--- src/rtl/psk8_pkg.sv ---
`default_nettype none
// ============================================================================
// Module  : psk8_pkg
// Purpose : Shared 8PSK definitions: symbol type and the Gray code assigned
//           to each constellation angle (common to the mapper and demapper).
// Ports   : none (package)
// Revision: 1.0 - initial release
// ============================================================================
package psk8_pkg;

  typedef logic [2:0] psk8_sym_t;

  // Gray codes by angle; adjacent points differ in exactly one bit.
  localparam psk8_sym_t SYM_0   = 3'b000;
  localparam psk8_sym_t SYM_45  = 3'b001;
  localparam psk8_sym_t SYM_90  = 3'b011;
  localparam psk8_sym_t SYM_135 = 3'b010;
  localparam psk8_sym_t SYM_180 = 3'b110;
  localparam psk8_sym_t SYM_225 = 3'b111;
  localparam psk8_sym_t SYM_270 = 3'b101;
  localparam psk8_sym_t SYM_315 = 3'b100;

endpackage : psk8_pkg
`default_nettype wire

--- src/rtl/psk8_sector_decide.sv ---
`default_nettype none
// ============================================================================
// Module  : psk8_sector_decide
// Purpose : Combinational hard decision of the 8PSK sector from the folded
//           sample (magnitudes plus sign bits). The +/-22.5 degree sector
//           edges are tested as |Q|/|I| <= TAN_NUM/TAN_DEN, cross-multiplied
//           so no division is needed.
// Ports   : i_ai  [IN_W] |I| (unsigned)     i_si  I is negative
//           i_aq  [IN_W] |Q| (unsigned)     i_sq  Q is negative
//           o_sym [3]    Gray-coded decided symbol
// Revision: 1.0 - initial release
// ============================================================================
module psk8_sector_decide
  import psk8_pkg::*;
#(
  parameter int IN_W    = 4,
  parameter int TAN_NUM = 5,
  parameter int TAN_DEN = 12
) (
  input  logic [IN_W-1:0] i_ai,
  input  logic [IN_W-1:0] i_aq,
  input  logic            i_si,
  input  logic            i_sq,
  output psk8_sym_t       o_sym
);

  // Four extra bits hold a magnitude times a ratio term below 16.
  localparam int PW = IN_W + 4;

  logic [PW-1:0] w_ai_num;
  logic [PW-1:0] w_aq_num;
  logic [PW-1:0] w_ai_den;
  logic [PW-1:0] w_aq_den;
  logic          w_near_i_axis;
  logic          w_near_q_axis;

  assign w_ai_num = PW'(i_ai) * PW'(TAN_NUM);
  assign w_aq_num = PW'(i_aq) * PW'(TAN_NUM);
  assign w_ai_den = PW'(i_ai) * PW'(TAN_DEN);
  assign w_aq_den = PW'(i_aq) * PW'(TAN_DEN);

  // Ties on a sector edge resolve toward the axis; the I axis wins when both
  // hold, which only happens for the origin.
  assign w_near_i_axis = (w_aq_den <= w_ai_num);
  assign w_near_q_axis = (w_ai_den <= w_aq_num);

  always_comb begin
    o_sym = SYM_0;
    if (w_near_i_axis) begin
      o_sym = i_si ? SYM_180 : SYM_0;
    end else if (w_near_q_axis) begin
      o_sym = i_sq ? SYM_270 : SYM_90;
    end else begin
      case ({i_si, i_sq})
        2'b00:   o_sym = SYM_45;
        2'b10:   o_sym = SYM_135;
        2'b11:   o_sym = SYM_225;
        default: o_sym = SYM_315;
      endcase
    end
  end

endmodule : psk8_sector_decide
`default_nettype wire

--- src/rtl/psk8_demapper.sv ---
`default_nettype none
// ============================================================================
// Module  : psk8_demapper
// Purpose : Hard-decision 8PSK demapper with a 2-stage valid/ready pipeline.
//           Stage 1 folds the sample to magnitudes and signs, stage 2
//           registers the Gray-coded decision and a low-magnitude erasure
//           flag. Delivered-symbol and erasure counters are also kept.
// Ports   : clk, rst (async, active-high)
//           in_valid/in_ready, i_in[IN_W], q_in[IN_W]   sample input
//           out_valid/out_ready, sym_out[3], erase_out   symbol output
//           cnt_clr                                      clear both counters
//           sym_cnt[CNT_W]   symbols delivered, wraps
//           erase_cnt[CNT_W] erased symbols delivered, saturates
// Revision: 1.0 - initial release
// ============================================================================
module psk8_demapper
  import psk8_pkg::*;
#(
  parameter int IN_W     = 4,
  parameter int TAN_NUM  = 5,
  parameter int TAN_DEN  = 12,
  parameter int ERASE_TH = 1,
  parameter int CNT_W    = 16
) (
  input  logic             clk,
  input  logic             rst,
  input  logic             in_valid,
  output logic             in_ready,
  input  logic [IN_W-1:0]  i_in,
  input  logic [IN_W-1:0]  q_in,
  output logic             out_valid,
  input  logic             out_ready,
  output psk8_sym_t        sym_out,
  output logic             erase_out,
  input  logic             cnt_clr,
  output logic [CNT_W-1:0] sym_cnt,
  output logic [CNT_W-1:0] erase_cnt
);

  // One spare bit above the magnitude sum so a threshold beyond the largest
  // possible sum still compares correctly.
  localparam logic [IN_W+1:0] c_erase_th = (IN_W + 2)'(ERASE_TH);

  // ---------------------------------------------------------------- handshake
  logic w_adv;
  logic w_fire;

  assign w_adv    = !out_valid || out_ready;
  assign w_fire   = out_valid && out_ready;
  assign in_ready = w_adv;

  // ---------------------------------------------------------------- stage 1
  logic            w_si;
  logic            w_sq;
  logic [IN_W-1:0] w_ai;
  logic [IN_W-1:0] w_aq;
  logic [IN_W:0]   w_mag;

  assign w_si  = i_in[IN_W-1];
  assign w_sq  = q_in[IN_W-1];
  // Unsigned result: the most negative input maps to 2^(IN_W-1) without wrap.
  assign w_ai  = w_si ? (~i_in + IN_W'(1)) : i_in;
  assign w_aq  = w_sq ? (~q_in + IN_W'(1)) : q_in;
  assign w_mag = {1'b0, w_ai} + {1'b0, w_aq};

  logic            r_s1_valid;
  logic            r_si;
  logic            r_sq;
  logic [IN_W-1:0] r_ai;
  logic [IN_W-1:0] r_aq;
  logic [IN_W:0]   r_mag;

  always_ff @(posedge clk or posedge rst) begin
    if (rst) begin
      r_s1_valid <= 1'b0;
      r_si       <= 1'b0;
      r_sq       <= 1'b0;
      r_ai       <= '0;
      r_aq       <= '0;
      r_mag      <= '0;
    end else if (w_adv) begin
      r_s1_valid <= in_valid;
      if (in_valid) begin
        r_si  <= w_si;
        r_sq  <= w_sq;
        r_ai  <= w_ai;
        r_aq  <= w_aq;
        r_mag <= w_mag;
      end
    end
  end

  // ---------------------------------------------------------------- stage 2
  psk8_sym_t w_sym;
  logic      w_erase;

  psk8_sector_decide #(
    .IN_W    (IN_W),
    .TAN_NUM (TAN_NUM),
    .TAN_DEN (TAN_DEN)
  ) u_decide (
    .i_ai  (r_ai),
    .i_aq  (r_aq),
    .i_si  (r_si),
    .i_sq  (r_sq),
    .o_sym (w_sym)
  );

  assign w_erase = ({1'b0, r_mag} < c_erase_th);

  logic      r_out_valid;
  psk8_sym_t r_sym;
  logic      r_erase;

  always_ff @(posedge clk or posedge rst) begin
    if (rst) begin
      r_out_valid <= 1'b0;
      r_sym       <= SYM_0;
      r_erase     <= 1'b0;
    end else if (w_adv) begin
      r_out_valid <= r_s1_valid;
      if (r_s1_valid) begin
        r_sym   <= w_sym;
        r_erase <= w_erase;
      end
    end
  end

  assign out_valid = r_out_valid;
  assign sym_out   = r_sym;
  assign erase_out = r_erase;

  // ---------------------------------------------------------------- counters
  logic [CNT_W-1:0] r_sym_cnt;
  logic [CNT_W-1:0] r_erase_cnt;

  // Clear takes priority over an increment in the same cycle.
  always_ff @(posedge clk or posedge rst) begin
    if (rst) begin
      r_sym_cnt   <= '0;
      r_erase_cnt <= '0;
    end else if (cnt_clr) begin
      r_sym_cnt   <= '0;
      r_erase_cnt <= '0;
    end else if (w_fire) begin
      r_sym_cnt <= r_sym_cnt + CNT_W'(1);
      if (r_erase && (r_erase_cnt != '1)) begin
        r_erase_cnt <= r_erase_cnt + CNT_W'(1);
      end
    end
  end

  assign sym_cnt   = r_sym_cnt;
  assign erase_cnt = r_erase_cnt;

endmodule : psk8_demapper
`default_nettype wire

--- config.mk ---
export PLATFORM = sky130hd
export DESIGN_NAME = psk8_demapper
export DESIGN_NICKNAME = d
export VERILOG_FILES = /design/src/rtl/psk8_pkg.sv /design/src/rtl/psk8_sector_decide.sv /design/src/rtl/psk8_demapper.sv
export SDC_FILE = /design/constraint.sdc
export NUM_CORES = 1
export LEC_CHECK = 0
export CAP_MARGIN = 30
export CORE_MARGIN = 2
export CORE_UTILIZATION = 40
export DETAILED_ROUTE_END_ITERATION = 10
export GPL_ROUTABILITY_DRIVEN = 0
export PLACE_DENSITY = 0.68
export SLEW_MARGIN = 40
export SYNTH_ARGS = -nofsm -noshare
export SYNTH_HDL_FRONTEND = slang
export SYNTH_SLANG_ARGS = --single-unit
--- constraint.sdc ---
create_clock -name clk -period 4.8 [get_ports clk]
set_clock_uncertainty 0.15 [all_clocks]
set_input_delay 1.44 -clock clk [delete_from_list [all_inputs] [get_ports clk]]
set_output_delay 1.44 -clock clk [all_outputs]
set_load 0.1 [all_outputs]
==> Word level (Yosys, flattened, before mapping) <==
Cells that the tools add are included.
{ "classes": {"add_sub_neg": 5, "n_mul": 4, "magnitude_cmp": 3, "eq_ne": 3, "n_mux": 12, "bitwise_logic": 2, "reduce_logical": 10} }
{ "op_table": {"columns": ["operator", "count"], "rows": [
  ["$mux W16", 5],
  ["$add A16 B1 Y16 const B", 2],
  ["$le A8 B7 Y1", 2],
  ["$ne A16 B16 Y1 const B", 1],
  ["$mul A4 B3 Y7 const B", 2],
  ["$mul A4 B2 Y6 const B", 2],
  ["$mux W3", 4],
  ["$pmux W3 S3", 1],
  ["$add A4 B1 Y4 const B", 2],
  ["$mux W4", 2],
  ["$not A4 Y4", 2],
  ["$reduce_and A2 Y1", 3],
  ["$add A4 B4 Y5", 1],
  ["$lt A5 B1 Y1 const B", 1],
  ["$eq A2 B2 Y1 const B", 2],
  ["$reduce_bool A2 Y1", 2],
  ["$logic_and A1 B1 Y1", 2],
  ["$logic_not A2 Y1", 1],
  ["$logic_not A1 Y1", 1],
  ["$logic_or A1 B1 Y1", 1]
]} }
{ "totals": {"register_bits": 53, "input_bits": 13, "output_inout_bits": 38, "wordCells": 50} }

==> Longest topological paths before layout <==
Gate-level depths: netlist of the first run.
{ "depth": {"ltp_word": 5, "depth_mapped": 11, "ltp_nobuf": 11} }

==> By module <==
From an unflattened synthesis of the first run, not the netlist that was laid out.
{ "unflattened": {"hier_cells": 352, "hier_area_um2": 3559.7} }
{ "by_module_without_submodules": {"columns": ["module", "n_inst", "cells_per_inst", "area_per_inst_um2"], "rows": [
  ["psk8_demapper", 1, 263, 2772.7],
  ["psk8_sector_decide", 1, 89, 787.0]
]} }

==> Worst setup path after synthesis of the first run <==
No wires, ideal clock.
{ "synth_timing": {"path_kind": "input-to-output", "from": "input out_ready", "to": "output in_ready", "arrival_time_ps": 2491, "slack_ps": 719, "cell_stages": 2, "n_path_buf": 1, "path_cell_list": "nand2b_1 > clkbuf_1"} }
{ "synth_between": {"elab_chain_len": 1} }
{ "synth_lines": {"columns": ["element", "line_no", "text"], "rows": [
  ["start: declaration", "psk8_demapper.sv:32", "input logic out_ready,"],
  ["$logic_or A1 B1 Y1", "psk8_demapper.sv:48", "assign w_adv = !out_valid || out_ready;"],
  ["end: declaration", "psk8_demapper.sv:28", "output logic in_ready,"]
]} }
Every way passes these cells.

==> Worst setup path after layout of the first run <==
Same ends and word-level chain as after synthesis.

==> metrics, run 1 <==
setup violation total in the final timing report=0; layout overhead on the synthesized area=15.4%; Syn Std Cell Area=3430 um2; effective utilization at floorplan=41.5%; hold slack final=0.338 ns; Synth cell types=41; leakage=2.00 nW; total number of nets in the final design=449; final cell count without fillers=499; critical path start-end classification=input pin to primary output; power density cells=331 nW/um2; Max transition margin=50.0%; final antenna diode count=0; pin count of the biggest net entering global routing=40; min-delay src=r_mag[1]; worst setup timing slack at the placement stage=0.634 ns; mean area per synthesized cell=10.0 um2; fraction of layout instances using a drive strength above 1=17.0%; wire length per cell after detailed routing=13.5 um; fillcell total=812; post-detailed-routing wire length=6740 um; hold worst-path end=r_mag[1]; crit path max fanout=7; max_cap viols=0; antenna violation net count after detailed routing=0; status=finished, final reports clean; H-tree depth reported by CTS=2; total of hold buffers inserted after clock tree synthesis=0; Peak VDD IR=0.138 mV; Reg2Reg Capture Point=sym_out[1]; worst reg-to-reg path cell count=10; Resized cells post-CTS=0; clock insertion delay at the later pin of the skew report=0.32 ns; vertical die dimension=96.6 um; net count after synthesis=398; final slew viol count=0; number of setup buffers added after CTS=0; gate count of the mapped netlist=342; capturing element type of the critical path=primary output; count of state elements after synthesis=53; total placed instance area=3860 um2; CTS tree=done; sequential element share of the synthesized area=38.7%; final core area utilization=47.9%; number of core rows=33; number of global-route vias before repair=2542; via count of the routed design=2605; Die Outline Area=9330 um2; setup total negative slack=0 ns; synth warn=0; Reg2Reg Setup Slack=1.37 ns; Worst Hold Path Cells=2; cell count after placement=491; measured slew at the worst slew-check pin=0.749 ns; first-pass GRT wire length=11700 um; post-route cell area=3960 um2; final hold vios=0; share of flip-flops with an asynchronous set or reset=100%; data required time at the worst endpoint=3.21 ns; Core Box Area=8260 um2; EDFF count, synth=0; number of clock sinks seen by CTS=53; number of buffers added by the clock tree synthesis step=5; Detailed Routing Iterations Pass 1=4; RSZ-0062 raised after global routing=no; 1st-iter DRT viols=98; residual overflow from global routing=0; worst min-delay path class=flip-flop to flip-flop; HPWL after detailed placement=5270 um; number of top-level design ports=51; minimum clock period after layout=4.17 ns; root buffer cell=clkbuf_8; startpoint of the lowest-slack register-to-register path=r_ai[3]; timing-limited maximum frequency=240 MHz; final worst-path cycle share=86.9%; width of the die=96.6 um; Longest Clk Path Bufs=2; number of antenna violations at the first check in global routing=0; GRT Total Usage=16.1%; Post-route DRC=0; Worst EP arrival=2.58 ns; ratio of routed vias to standard cells=5.22; smallest setup slack after layout=0.627 ns; clock input transition at the sequential cells of the worst setup and hold paths=0.10 ns; number of port buffers=50; power consumption=1.31 mW; startpoint type of the worst setup path=input pin; most instantiated flip-flop cell in the synthesis netlist=dfrtp_1
-- critical path, stage by stage --
cell	delay, ns
clkdlybuf4s50_1	0.57
nand2b_1	0.35
buf_12	0.22
-- metal layers --
| metal | share of wire (%) | vias up | track usage (%) |
|---|---|---|---|
| met3 | 4.2 | 6 | 3.96 |
| met5 | 0 | - | 0 |
| met4 | 1.5 | 0 | 4.34 |
| met1 | 49 | 1269 | 22.5 |
| li1 | - | 1282 | - |
| met2 | 45 | 48 | 24.9 |
-- placed cells by master (no fill, tap or decap), types with 3 or more instances in the layout --
| cell type | count |
|---|---|
| dfrtp_1 | 53 |
| nor2_1 | 39 |
| ha_1 | 38 |
| buf_2 | 37 |
| nand2_1 | 28 |
| xor2_1 | 25 |
| inv_1 | 24 |
| xnor2_1 | 13 |
| nand3_1 | 12 |
| clkdlybuf4s50_1 | 12 |
| o21ai_0 | 10 |
| a21oi_1 | 10 |
| a21o_1 | 8 |
| and3_1 | 7 |
| nand4_1 | 6 |
| mux2_2 | 5 |
| and4_1 | 5 |
| fa_1 | 5 |
| clkbuf_8 | 5 |
| mux2i_1 | 4 |
| nor3_1 | 4 |
| nand2b_1 | 3 |
| a221o_1 | 3 |
| o21ai_1 | 3 |
| and2_1 | 3 |
| o211ai_2 | 3 |
| o2111ai_2 | 3 |
| nor4b_1 | 3 |
| clkinvlp_4 | 3 |
-- how the worst max path moves through the flow --
stage	startpoint	to	cells after the start
2_1_floorplan	out_ready	in_ready	2
3_3_place_gp	out_ready	in_ready	3
3_5_place_dp	out_ready	in_ready	3
4_1_cts	out_ready	in_ready	3
5_1_grt	out_ready	in_ready	3
6_report	out_ready	in_ready	3
-- state kept, by name, summed over array words and instances, names as in the netlist --
signal,flops
erase_cnt,16
out_valid,1
r_sq,1
r_mag,5
sym_cnt,16
r_si,1
r_aq,4
r_ai,4
sym_out,3
erase_out,1
r_s1_valid,1
-- kinds of logic (layout without fill, tap and decap cells) --
logic type,after synthesis,after routing,synth area share (%)
AOI/OAI and AO/OA,49,49,10.8
xor gates and xnor gates,38,38,9.70
adders and majority gates,43,43,16.8
buffers and inverters,33,85,3.83
DFF,53,53,38.7
muxes,9,9,2.81
and+or+nand+nor,117,117,17.4
-- cell type report --
| class | count | area, um2 | area share [%] |
|---|---|---|---|
| Tap cell | 105 | 131 | 3.32 |
| Sequential cell | 53 | 1330 | 33.5 |
| Inverter | 25 | 95.1 | 2.40 |
| Clock buffer | 5 | 68.8 | 1.74 |
| Clock inverter | 3 | 22.5 | 0.569 |
| Timing Repair Buffer | 52 | 340 | 8.60 |
| Multi-Input combinational cell | 256 | 1970 | 49.8 |
-- where the power goes --
| group | total (mW) | switching, mW | internal [mW] |
|---|---|---|---|
| logic | 0.518 | 0.333 | 0.186 |
| clock network | 0.256 | 0.153 | 0.102 |
| registers | 0.537 | 0.0486 | 0.488 |
| total | 1.31 | 0.534 | 0.776 |
-- synth_stat cells (4+ instances only) --
cell type / number / share of area (%)
o21ai_0: 10 / 1.5
mux2_2: 5 / 1.6
nor3_1: 4 / 0.58
xnor2_1: 13 / 3.3
nor2_1: 39 / 4.3
a21o_1: 8 / 1.8
nand4_1: 6 / 1.1
a21oi_1: 10 / 1.5
clkbuf_1: 7 / 0.77
dfrtp_1: 53 / 39
nand3_1: 12 / 1.8
mux2i_1: 4 / 1.2
nand2_1: 28 / 3.1
and3_1: 7 / 1.3
and4_1: 5 / 1.3
ha_1: 38 / 14
inv_1: 25 / 2.7
fa_1: 5 / 2.9
xor2_1: 25 / 6.4
(Power assumes the default switching activity.)
==> run 2, diff against run 1 <==
--- a/config.mk
+++ b/config.mk
@@ -6,7 +6,6 @@
 export NUM_CORES = 1
 export LEC_CHECK = 0
 export CAP_MARGIN = 30
-export CORE_MARGIN = 2
 export CORE_UTILIZATION = 40
 export DETAILED_ROUTE_END_ITERATION = 10
 export GPL_ROUTABILITY_DRIVEN = 0
==> constraint.sdc (replaced) <==
create_clock -name clk -period 5.4 [get_ports clk]
set_clock_uncertainty 0.15 [all_clocks]
set_input_delay 1.62 -clock clk [delete_from_list [all_inputs] [get_ports clk]]
set_output_delay 1.62 -clock clk [all_outputs]
set_load 0.1 [all_outputs]
==> run 2 against run 1 <==
  * First-iteration DRC count down 40%
  * Critical path depth unchanged
  * Sequential power down 11%
  * Non-clock buffer count unchanged
==> metrics, run 2 (same netlist as run 1, synthesis figures left out) <==
final core area utilization=47.9% (about the same); power density cells=296 nW/um2 (-11%); capturing element type of the critical path=primary output; number of setup buffers added after CTS=0 (unchanged); power consumption=1.17 mW (-11%); status=finished, final reports clean; Worst EP arrival=2.75 ns (+0.17 ns); Peak VDD IR=0.109 mV (-21%); number of port buffers=50 (unchanged); post-route cell area=3960 um2 (about the same); wire length per cell after detailed routing=13.3 um (-1.8%); number of core rows=33 (unchanged); multi-input gate area in the final layout=1970 um2 (unchanged); pin count of the biggest net entering global routing=47 (+18%); timing-limited maximum frequency=221 MHz; Core Box Area=8260 um2 (unchanged); worst reg-to-reg path cell count=10 (unchanged); total placed instance area=3860 um2 (unchanged); footprint of the flip-flops and latches=1330 um2 (unchanged); Largest stage delay, worst path=0.57 ns (about the same); setup total negative slack=0 ns (unchanged); worst min-delay path class=flip-flop to flip-flop; vertical die dimension=94.6 um (-2.1%); HPWL after detailed placement=5200 um (-1.3%); setup violation total in the final timing report=0 (unchanged); first-pass GRT wire length=11400 um (-2.7%); post-detailed-routing wire length=6620 um (-1.8%); clock input transition at the sequential cells of the worst setup and hold paths=0.10 ns (about the same); startpoint type of the worst setup path=input pin; measured slew at the worst slew-check pin=0.727 ns (-0.0214 ns); smallest setup slack after layout=0.882 ns (+0.255 ns); Worst Hold Path Cells=1 (-1); clock insertion delay at the later pin of the skew report=0.31 ns (about the same); CTS tree=done; total of hold buffers inserted after clock tree synthesis=0 (unchanged); final antenna diode count=0 (unchanged); number of buffers added by the clock tree synthesis step=5 (unchanged); critical path cell sequence=clkdlybuf4s50_1, nand2b_1, buf_12; leading cell type in the layout, fill and taps excluded=dfrtp_1; layout overhead on the synthesized area=15.4% (about the same); Critical Path Slowest Stage Cell=clkdlybuf4s50_1; crit path max fanout=7 (unchanged); GRT Total Usage=16.0% (-0.064 points); final worst-path cycle share=83.7%; leakage=2.02 nW (+0.63%); critical path start-end classification=input pin to primary output; H-tree depth reported by CTS=2 (unchanged); ratio of routed vias to standard cells=5.20 (-0.38%); final hold vios=0 (unchanged); RSZ-0062 raised after global routing=no; data required time at the worst endpoint=3.63 ns (+0.42 ns); number of clock sinks seen by CTS=53 (unchanged); residual overflow from global routing=0 (unchanged); Post-route DRC=0 (unchanged); number of global-route vias before repair=2481 (-2.4%); Detailed Routing Iterations Pass 1=4 (unchanged); Die Outline Area=8950 um2 (-4.1%); total number of nets in the final design=449 (unchanged); width of the die=94.6 um (-2.1%); effective utilization at floorplan=41.5% (unchanged); number of top-level design ports=51 (unchanged); minimum clock period after layout=4.52 ns; Resized cells post-CTS=0 (unchanged); final slew viol count=0 (unchanged); antenna violation net count after detailed routing=0 (unchanged); 1st-iter DRT viols=59 (-40%); Max transition margin=51.4% (+1.4 points); via count of the routed design=2595 (-0.38%); fillcell total=809 (-0.37%); most used cells in the layout excluding fill and tap cells=53 x dfrtp_1, 39 x nor2_1, 38 x ha_1; fraction of layout instances using a drive strength above 1=17.0% (unchanged); Longest Clk Path Bufs=2 (unchanged); number of antenna violations at the first check in global routing=0 (unchanged); root buffer cell=clkbuf_8; worst setup timing slack at the placement stage=0.884 ns (+0.249 ns); max_cap viols=0 (unchanged)
run 2: cell types whose count changed in the layout (fill, tap and decap cells not counted), sizes merged:
cell,previous run,this run
clkinv,1,2
clkinvlp,3,0
inv,24,26
run 2: worst paths after layout:
check | start | slack, ns | to
setup / recovery | out_ready | 0.88 | in_ready
min in group asynchronous | rst | 1.36 | sym_cnt[13]
hold / removal | r_mag[0] | 0.31 | erase_out
max in group asynchronous | rst | 2.94 | erase_cnt[11]
hold reg to reg | r_mag[0] | 0.31 | erase_out
setup reg to reg | r_ai[1] | 1.90 | sym_out[1]
run 2: critical path, delay by kind of cell:
| family | cells | cell delay, ns |
|---|---|---|
| and+or+nand+nor | 1 | 0.33 |
| buffers and inverters | 2 | 0.79 |
run 2: power by group:
part	leakage (nW)	switching [mW]	total [mW]	internal (mW)
sequential	0.705	0.0438	0.478	0.434
clock	0.0487	0.138	0.233	0.0948
combinational	1.26	0.296	0.461	0.165
run 2: area by class of cell:
cell class                 count  area share, %
tap                          105           3.32
inverter                      25           2.37
multi-input combinational    256           49.8
clock buffer                   5           1.74
clock inverter                 3          0.664
sequential                    53           33.5
timing repair buffer          52           8.60
run 2: routing by layer:
layer | vias to the layer above | share of wire, % | track usage (%) | wire length [um]
met5 | - | 0 | 0 | 0
met4 | 0 | 0.79 | 3.54 | 52
met2 | 48 | 46 | 26.4 | 3040
met1 | 1252 | 49 | 21.9 | 3270
met3 | 6 | 3.8 | 2.82 | 253
li1 | 1289 | - | - | -
run 2: per-stage QoR:
| step | instances | hold WS [ns] |
|---|---|---|
| 2_1_floorplan | 342 | 0.274 |
| 3_3_place_gp | 491 | 0.287 |
| 3_5_place_dp | 491 | 0.293 |
| 4_1_cts | 499 | 0.309 |
| 5_1_grt | 499 | 0.348 |
| 6_report | 499 | 0.307 |
